--- src/rtl/crt_scan_doubler.sv ---
// Line-doubling scan converter: each 15 kHz input line is stored in one half of a
// ping-pong buffer while the other half is replayed twice at double pixel rate.
module crt_scan_doubler #(
    parameter int unsigned MAX_LEN     = 512,
    parameter int unsigned DEFAULT_LEN = 384,
    parameter int unsigned MIN_LEN     = 16,
    parameter int unsigned HS_LEN      = 32
) (
    input  logic       clk,
    input  logic       rst,
    input  logic       ce_pix,
    input  logic       ce_pix2x,
    input  logic [3:0] rgb_in,
    input  logic       hs_in_n,
    input  logic       vs_in_n,
    output logic [3:0] rgb_out,
    output logic       hs_out_n,
    output logic       vs_out_n
);
    localparam int unsigned AW = $clog2(MAX_LEN);
    localparam logic [AW-1:0] CntMax  = AW'(MAX_LEN - 1);
    localparam logic [AW-1:0] MinLen  = AW'(MIN_LEN);
    localparam logic [AW-1:0] HsLen   = AW'(HS_LEN);
    localparam logic [AW-1:0] DefLen  = AW'(DEFAULT_LEN);

    logic [3:0] mem [2*MAX_LEN];

    logic          hs_in_q;
    logic [AW-1:0] wr_cnt_q, wr_cnt_d;
    logic [AW-1:0] rd_cnt_q, rd_cnt_d;
    logic [AW-1:0] len_q, len_d;
    logic          wbank_q, wbank_d;
    logic          rbank_q, rbank_d;
    logic          vs_lat_q, vs_lat_d;
    logic          vs_q, vs_d;

    // Read pipeline: stage 1 holds the address and sync, stage 2 the outputs.
    logic [AW:0]   raddr_q;
    logic          blank_q;
    logic          vs_s1_q;
    logic [3:0]    rgb_out_q, rgb_out_d;
    logic          hs_out_q;
    logic          vs_out_q;

    logic          line_start;
    logic          wr_en;
    logic          rd_wrap;

    always_comb begin
        line_start = hs_in_q & ~hs_in_n;
        wr_en      = ce_pix & (wr_cnt_q != CntMax);
        rd_wrap    = ce_pix2x & (rd_cnt_q == len_q - AW'(1));

        wr_cnt_d   = wr_cnt_q;
        rd_cnt_d   = rd_cnt_q;
        len_d      = len_q;
        wbank_d    = wbank_q;
        rbank_d    = rbank_q;
        vs_lat_d   = vs_lat_q;
        vs_d       = vs_q;

        if (line_start) begin
            // Short lines are sync glitches and must not shrink the output line.
            if (wr_cnt_q >= MinLen) begin
                len_d = wr_cnt_q;
            end
            wr_cnt_d = '0;
            wbank_d  = ~wbank_q;
            rd_cnt_d = '0;
            rbank_d  = wbank_q;
            vs_lat_d = vs_in_n;
            vs_d     = vs_lat_q;
        end else begin
            if (wr_en) begin
                wr_cnt_d = wr_cnt_q + AW'(1);
            end
            if (ce_pix2x) begin
                rd_cnt_d = rd_wrap ? '0 : rd_cnt_q + AW'(1);
            end
            if (rd_wrap) begin
                vs_d = vs_lat_q;
            end
        end

        rgb_out_d = blank_q ? 4'h0 : mem[raddr_q];
    end

    // Buffer contents are deliberately left out of reset.
    always_ff @(posedge clk) begin
        if (wr_en) begin
            mem[{wbank_q, wr_cnt_q}] <= rgb_in;
        end
    end

    always_ff @(posedge clk) begin
        if (rst) begin
            // Cleared low so a low hs_in_n at reset release is not taken as a line start.
            hs_in_q   <= 1'b0;
            wr_cnt_q  <= '0;
            rd_cnt_q  <= '0;
            len_q     <= DefLen;
            wbank_q   <= 1'b0;
            rbank_q   <= 1'b1;
            vs_lat_q  <= 1'b1;
            vs_q      <= 1'b1;
            raddr_q   <= '0;
            blank_q   <= 1'b0;
            vs_s1_q   <= 1'b1;
            rgb_out_q <= 4'h0;
            hs_out_q  <= 1'b1;
            vs_out_q  <= 1'b1;
        end else begin
            hs_in_q   <= hs_in_n;
            wr_cnt_q  <= wr_cnt_d;
            rd_cnt_q  <= rd_cnt_d;
            len_q     <= len_d;
            wbank_q   <= wbank_d;
            rbank_q   <= rbank_d;
            vs_lat_q  <= vs_lat_d;
            vs_q      <= vs_d;
            raddr_q   <= {rbank_q, rd_cnt_q};
            blank_q   <= (rd_cnt_q < HsLen);
            vs_s1_q   <= vs_q;
            rgb_out_q <= rgb_out_d;
            hs_out_q  <= ~blank_q;
            vs_out_q  <= vs_s1_q;
        end
    end

    assign rgb_out  = rgb_out_q;
    assign hs_out_n = hs_out_q;
    assign vs_out_n = vs_out_q;

endmodule
--- config.mk ---
export PLATFORM = sky130hd
export DESIGN_NAME = crt_scan_doubler
export DESIGN_NICKNAME = d
export VERILOG_FILES = /design/src/rtl/crt_scan_doubler.sv
export SDC_FILE = /design/constraint.sdc
export NUM_CORES = 2
export LEC_CHECK = 0
export ABC_CLOCK_PERIOD_IN_PS = 8300
export CAP_MARGIN = 20
export CORE_ASPECT_RATIO = 2
export CORE_MARGIN = 10
export CORE_UTILIZATION = 47
export DETAILED_ROUTE_END_ITERATION = 8
export PLACE_DENSITY_LB_ADDON = 0.08
export SKIP_LAST_GASP = 1
export SLEW_MARGIN = 20
export SYNTH_ARGS = -nofsm -noshare
export SYNTH_HDL_FRONTEND = slang
export SYNTH_SLANG_ARGS = --single-unit
--- constraint.sdc ---
create_clock -name clk -period 8.3 [get_ports clk]
set_input_delay 1.66 -clock clk [delete_from_list [all_inputs] [get_ports clk]]
set_output_delay 1.66 -clock clk [all_outputs]
set_load 0.05 [all_outputs]
# Word-level counts from Yosys, hierarchy flattened
# Memory sizes are Yosys's and may differ from the RTL's. A register that Yosys moved wholly into a read port is not among the register bits.
# Cells that the tools add are included.
# word_totals
register_bits,46
ram_bits,4096
inputBits,10
output_inout_bits,6
word_cells,36
n_memories,1
# memory_table
name,depth,width,rd,rd_clocked_by_memory_dff,wr,line,source
mem,1024,4,1,1,1,26,logic [3:0] mem [2*MAX_LEN];
# classes
addsub,3
magnitude_cmp,2
n_eq_ne,2
mux,5
bitwise,6
n_reduce_logical,4
# op_table
operator,count
"9-bit by 1-bit adder with 9-bit output, second input constant",2
9-bit == test,1
"9-bit by 5-bit greater-or-equal comparator with 1-bit output, second input constant",1
"9-bit by 6-bit < comparator with 1-bit output, second input constant",1
9-bit two-way mux,1
"9-bit != test, second input constant",1
"9-bit by 1-bit subtractor with 9-bit output, second input constant",1
1-bit two-way mux,4
2-bit OR reduction,2
1-bit bitwise AND,3
1-bit NOT,3
2-bit AND reduction,1
2-bit nonzero test,1

# Longest topological paths before layout
# depth
depth_word,5
mapped_depth,15
depth_no_buf,10

# Worst setup path after synthesis
# Ideal clock, no wire load.
# synth_timing
path_kind,in2reg
from,input port ce_pix
to,"memory mem[111][0], enable pin"
setup_time_ps,329
arrival_ps,3147
required_ps,7971
path_slack_ps,4824
stages,7
n_path_buf,3
path_cell_list,nor2b_1 clkbuf_1 and2_1 clkbuf_1 nand2_1 clkbuf_1 nor2_1
# synth_between
elab_chain_cells,3
# synth_lines
element,line,source
"start, declared",11,"input logic ce_pix,"
1-bit bitwise AND,51,wr_en = ce_pix & (wr_cnt_q != CntMax);
1-bit two-way mux,90,if (wr_en) begin
1-bit two-way mux (not written as such),91,"mem[{wbank_q, wr_cnt_q}] <= rgb_in;"
"end, declared",26,
# No other way between the ends.

==> impl_metrics.ini <==
[drt]
antenna_left = 0
drt-vias-per-instance = 6.26
wl_per_cell_um = 38.1
finalWirelength_mm = 521
drt_pre_antenna_iters = 6
vias = 85500
drcViolationCount = 0
drt-initial-drc-count = 8931

[timing]
fin_crit_sh = 0.626
slew_violations = 0
max_freq_mhz = 192
tns_ns = 0
maxSlewHeadroom = 0.0971
rsz0062_at_grt = false
tightest_slew_ns = 1.35
fin_ws_ns = 3.10
setup_viol = 0
fin_crit_ns = 5.20
skew_ns = 0.0364
final_hold_viol_count = 0

[hold_path]
hold_class = reg2reg

[grt]
grt-busiest-layer = met2
grt_max_degree = 184
gr-usage-met1 = 0.302
met2_usage = 0.487
met3_usage = 0.0378
grt_pass1_wl_mm = 715
antenna_found_initial = 34
grt_overflow_total = 0
grt_pass1_vias = 89800
grtUsageTotal = 0.273

[layout]
drive_gt1_frac = 0.192
multiInputGateArea_um2 = 37200
area_growth_pct = 10.6
seqCellArea_um2 = 124000
fillers = 28000
nets = 8702
fin_area_um2 = 182000

[clock_tree]
cts_setup_buffers = 0
holdBufCountCts = 0
clock-sinks = 4146
cts_tree = built
cts_max_level = 5
clk_pin_slew_ns = 0.07
clkLatencyLatePin_ns = 0.93
numCtsBuffers = 363
cts_max_path_buffers = 4
clockRootBuffer = clkbuf_16
cts.repair.resized = 0

[yosys]
synth_flop_cell = edfxtp_1
synth_warnings = 0
syn_inst = 8649
synth_edf_count = 4096
ys_ff_latch = 4146
synth_cell_types = 72
ys_seq_area_frac = 0.755
synthArstFlopShare = 0
netlist_area_um2 = 164000
synth_area_per_cell_um2 = 19.0
syn_nets = 8666

[worst_setup_path]
end_kind = flip-flop
required_ns = 9.05
critPathSlowestCell = o31ai_1
arrival_ns = 5.95
cp_top_family = compound AO/OA/AOI/OAI gates
crit_buf_inv = 3
worst-setup-path-type = reg2reg
crit_chain = buf_4, buf_4, nor2b_4, buf_4, a2111oi_0, o31ai_1, a21o_1, nand4_1, o31ai_1
cp_max_fo = 26
cpPeakStageDelay_ns = 0.92
path_common_cell = buf_4
cp-start-kind = flip-flop
regToRegSetupSlack_ns = 3.10

[place]
gp_congestion = 0.887
dp_slack_ns = 2.42
place_area_um2 = 170000
portBuffers = 15
hpwl_mm = 326

[job]
cap_viol_max_count = 0

[floorplan]
fp.coreArea_um2 = 349000
core.rowCount = 307
die_x_um = 438
start_util = 0.471
ios = 16
die_area_um2 = 375000
die_h_um = 856

[power_and_ir_drop]
power_leakage_nw = 53.7
power_density_nw_per_um2 = 228
ir_drop_mv = 0.194

[run_status]
status = finished clean
placed cells by master (no fill, tap or decap), types with 64 or more instances in the layout:
master	n
nor3_1	69
edfxtp_1	4096
o221ai_1	228
clkbuf_1	67
a21oi_1	155
buf_4	247
clkbuf_16	373
mux4_2	802
clkinv_2	73
o21ai_0	79
mux2i_1	602
nand2_1	190
clkinv_1	64
o22ai_1	152
nor2_1	1130
cell type report:
| class | instances | area share |
|---|---|---|
| Antenna cell | 39 | 0.000537 |
| Clock buffer | 445 | 0.0531 |
| Clock inverter | 219 | 0.0114 |
| Inverter | 8 | 0.000234 |
| Multi-Input combinational cell | 3865 | 0.205 |
| Sequential cell | 4146 | 0.683 |
| Tap cell | 4635 | 0.0319 |
| Timing Repair Buffer | 301 | 0.0153 |
per-stage QoR:
stage,std cells,util,hold WS [ns],power (W)
after floorplan,8649,-,0.380,0.0241
after global placement,13000,0.487,0.426,0.0248
after detailed placement,13000,0.487,0.425,0.0248
after CTS,13600,0.521,0.445,0.0416
after global routing,13600,0.521,0.453,0.0425
final,13700,0.521,0.433,0.0414
layer usage:
metal  wire length [um]  share of wire
met5                 61        0.00012
met1             174000           0.33
met3              30500          0.059
met2             276000           0.53
met4              40800          0.078
Yosys cell counts, drive strengths merged (71+ instances only):
master     n  area, um^2
edfxtp  4096      123000
nor2    1142        4290
mux4     802       18100
mux2i    602        6030
clkbuf   345        1290
buf      285        2270
nand2    229         860
o221ai   228        2000
a21oi    155         776
o22ai    152         951
o21ai     81         405
nor3      71         355
report_power, final:
part / internal (W) / switching [W] / leakage, nW / total [W]
clock: 0.00942 / 0.00766 / 5.69 / 0.0171
sequential: 0.0230 / 0.0000137 / 37.2 / 0.0230
combinational: 0.000426 / 0.000884 / 10.8 / 0.00131
sequential cells by signal (all words and copies together), names as in the netlist, 4 cells and up:
name / cells
len_q: 9
mem: 4096
raddr_q: 10
rd_cnt_q: 9
rgb_out: 4
wr_cnt_q: 9
worst register-to-register path, stage by stage, from the launching register on:
cell and delay (ns):
dfxtp_4 0.73, buf_4 0.59, buf_4 0.50, nor2b_4 0.32, buf_4 0.34, a2111oi_0 0.30, o31ai_1 0.92, a21o_1 0.42
nand4_1 0.27, o31ai_1 0.63
final timing paths:
path                                             from                     to  depth (start not counted)
worst max-delay path            raddr_q[2]$_SDFF_PP0_  rgb_out[3]$_SDFF_PP0_                          9
worst min-delay path               vs_s1_q$_SDFF_PP1_    vs_out_n$_SDFF_PP1_                          1
worst max register to register  raddr_q[2]$_SDFF_PP0_  rgb_out[3]$_SDFF_PP0_                          9
worst min register to register     vs_s1_q$_SDFF_PP1_    vs_out_n$_SDFF_PP1_                          1
logic make-up after synthesis:
logic type / Yosys count / share of synthesized area
buf+inv: 638 / 0.0219
compound gates: 811 / 0.0347
fa+ha+maj: 7 / 0.000533
xor+xnor: 23 / 0.00123
simple gates: 1618 / 0.0402
mux: 1406 / 0.147
flops: 4146 / 0.755
No activity file was read; power rests on OpenSTA's default activity.
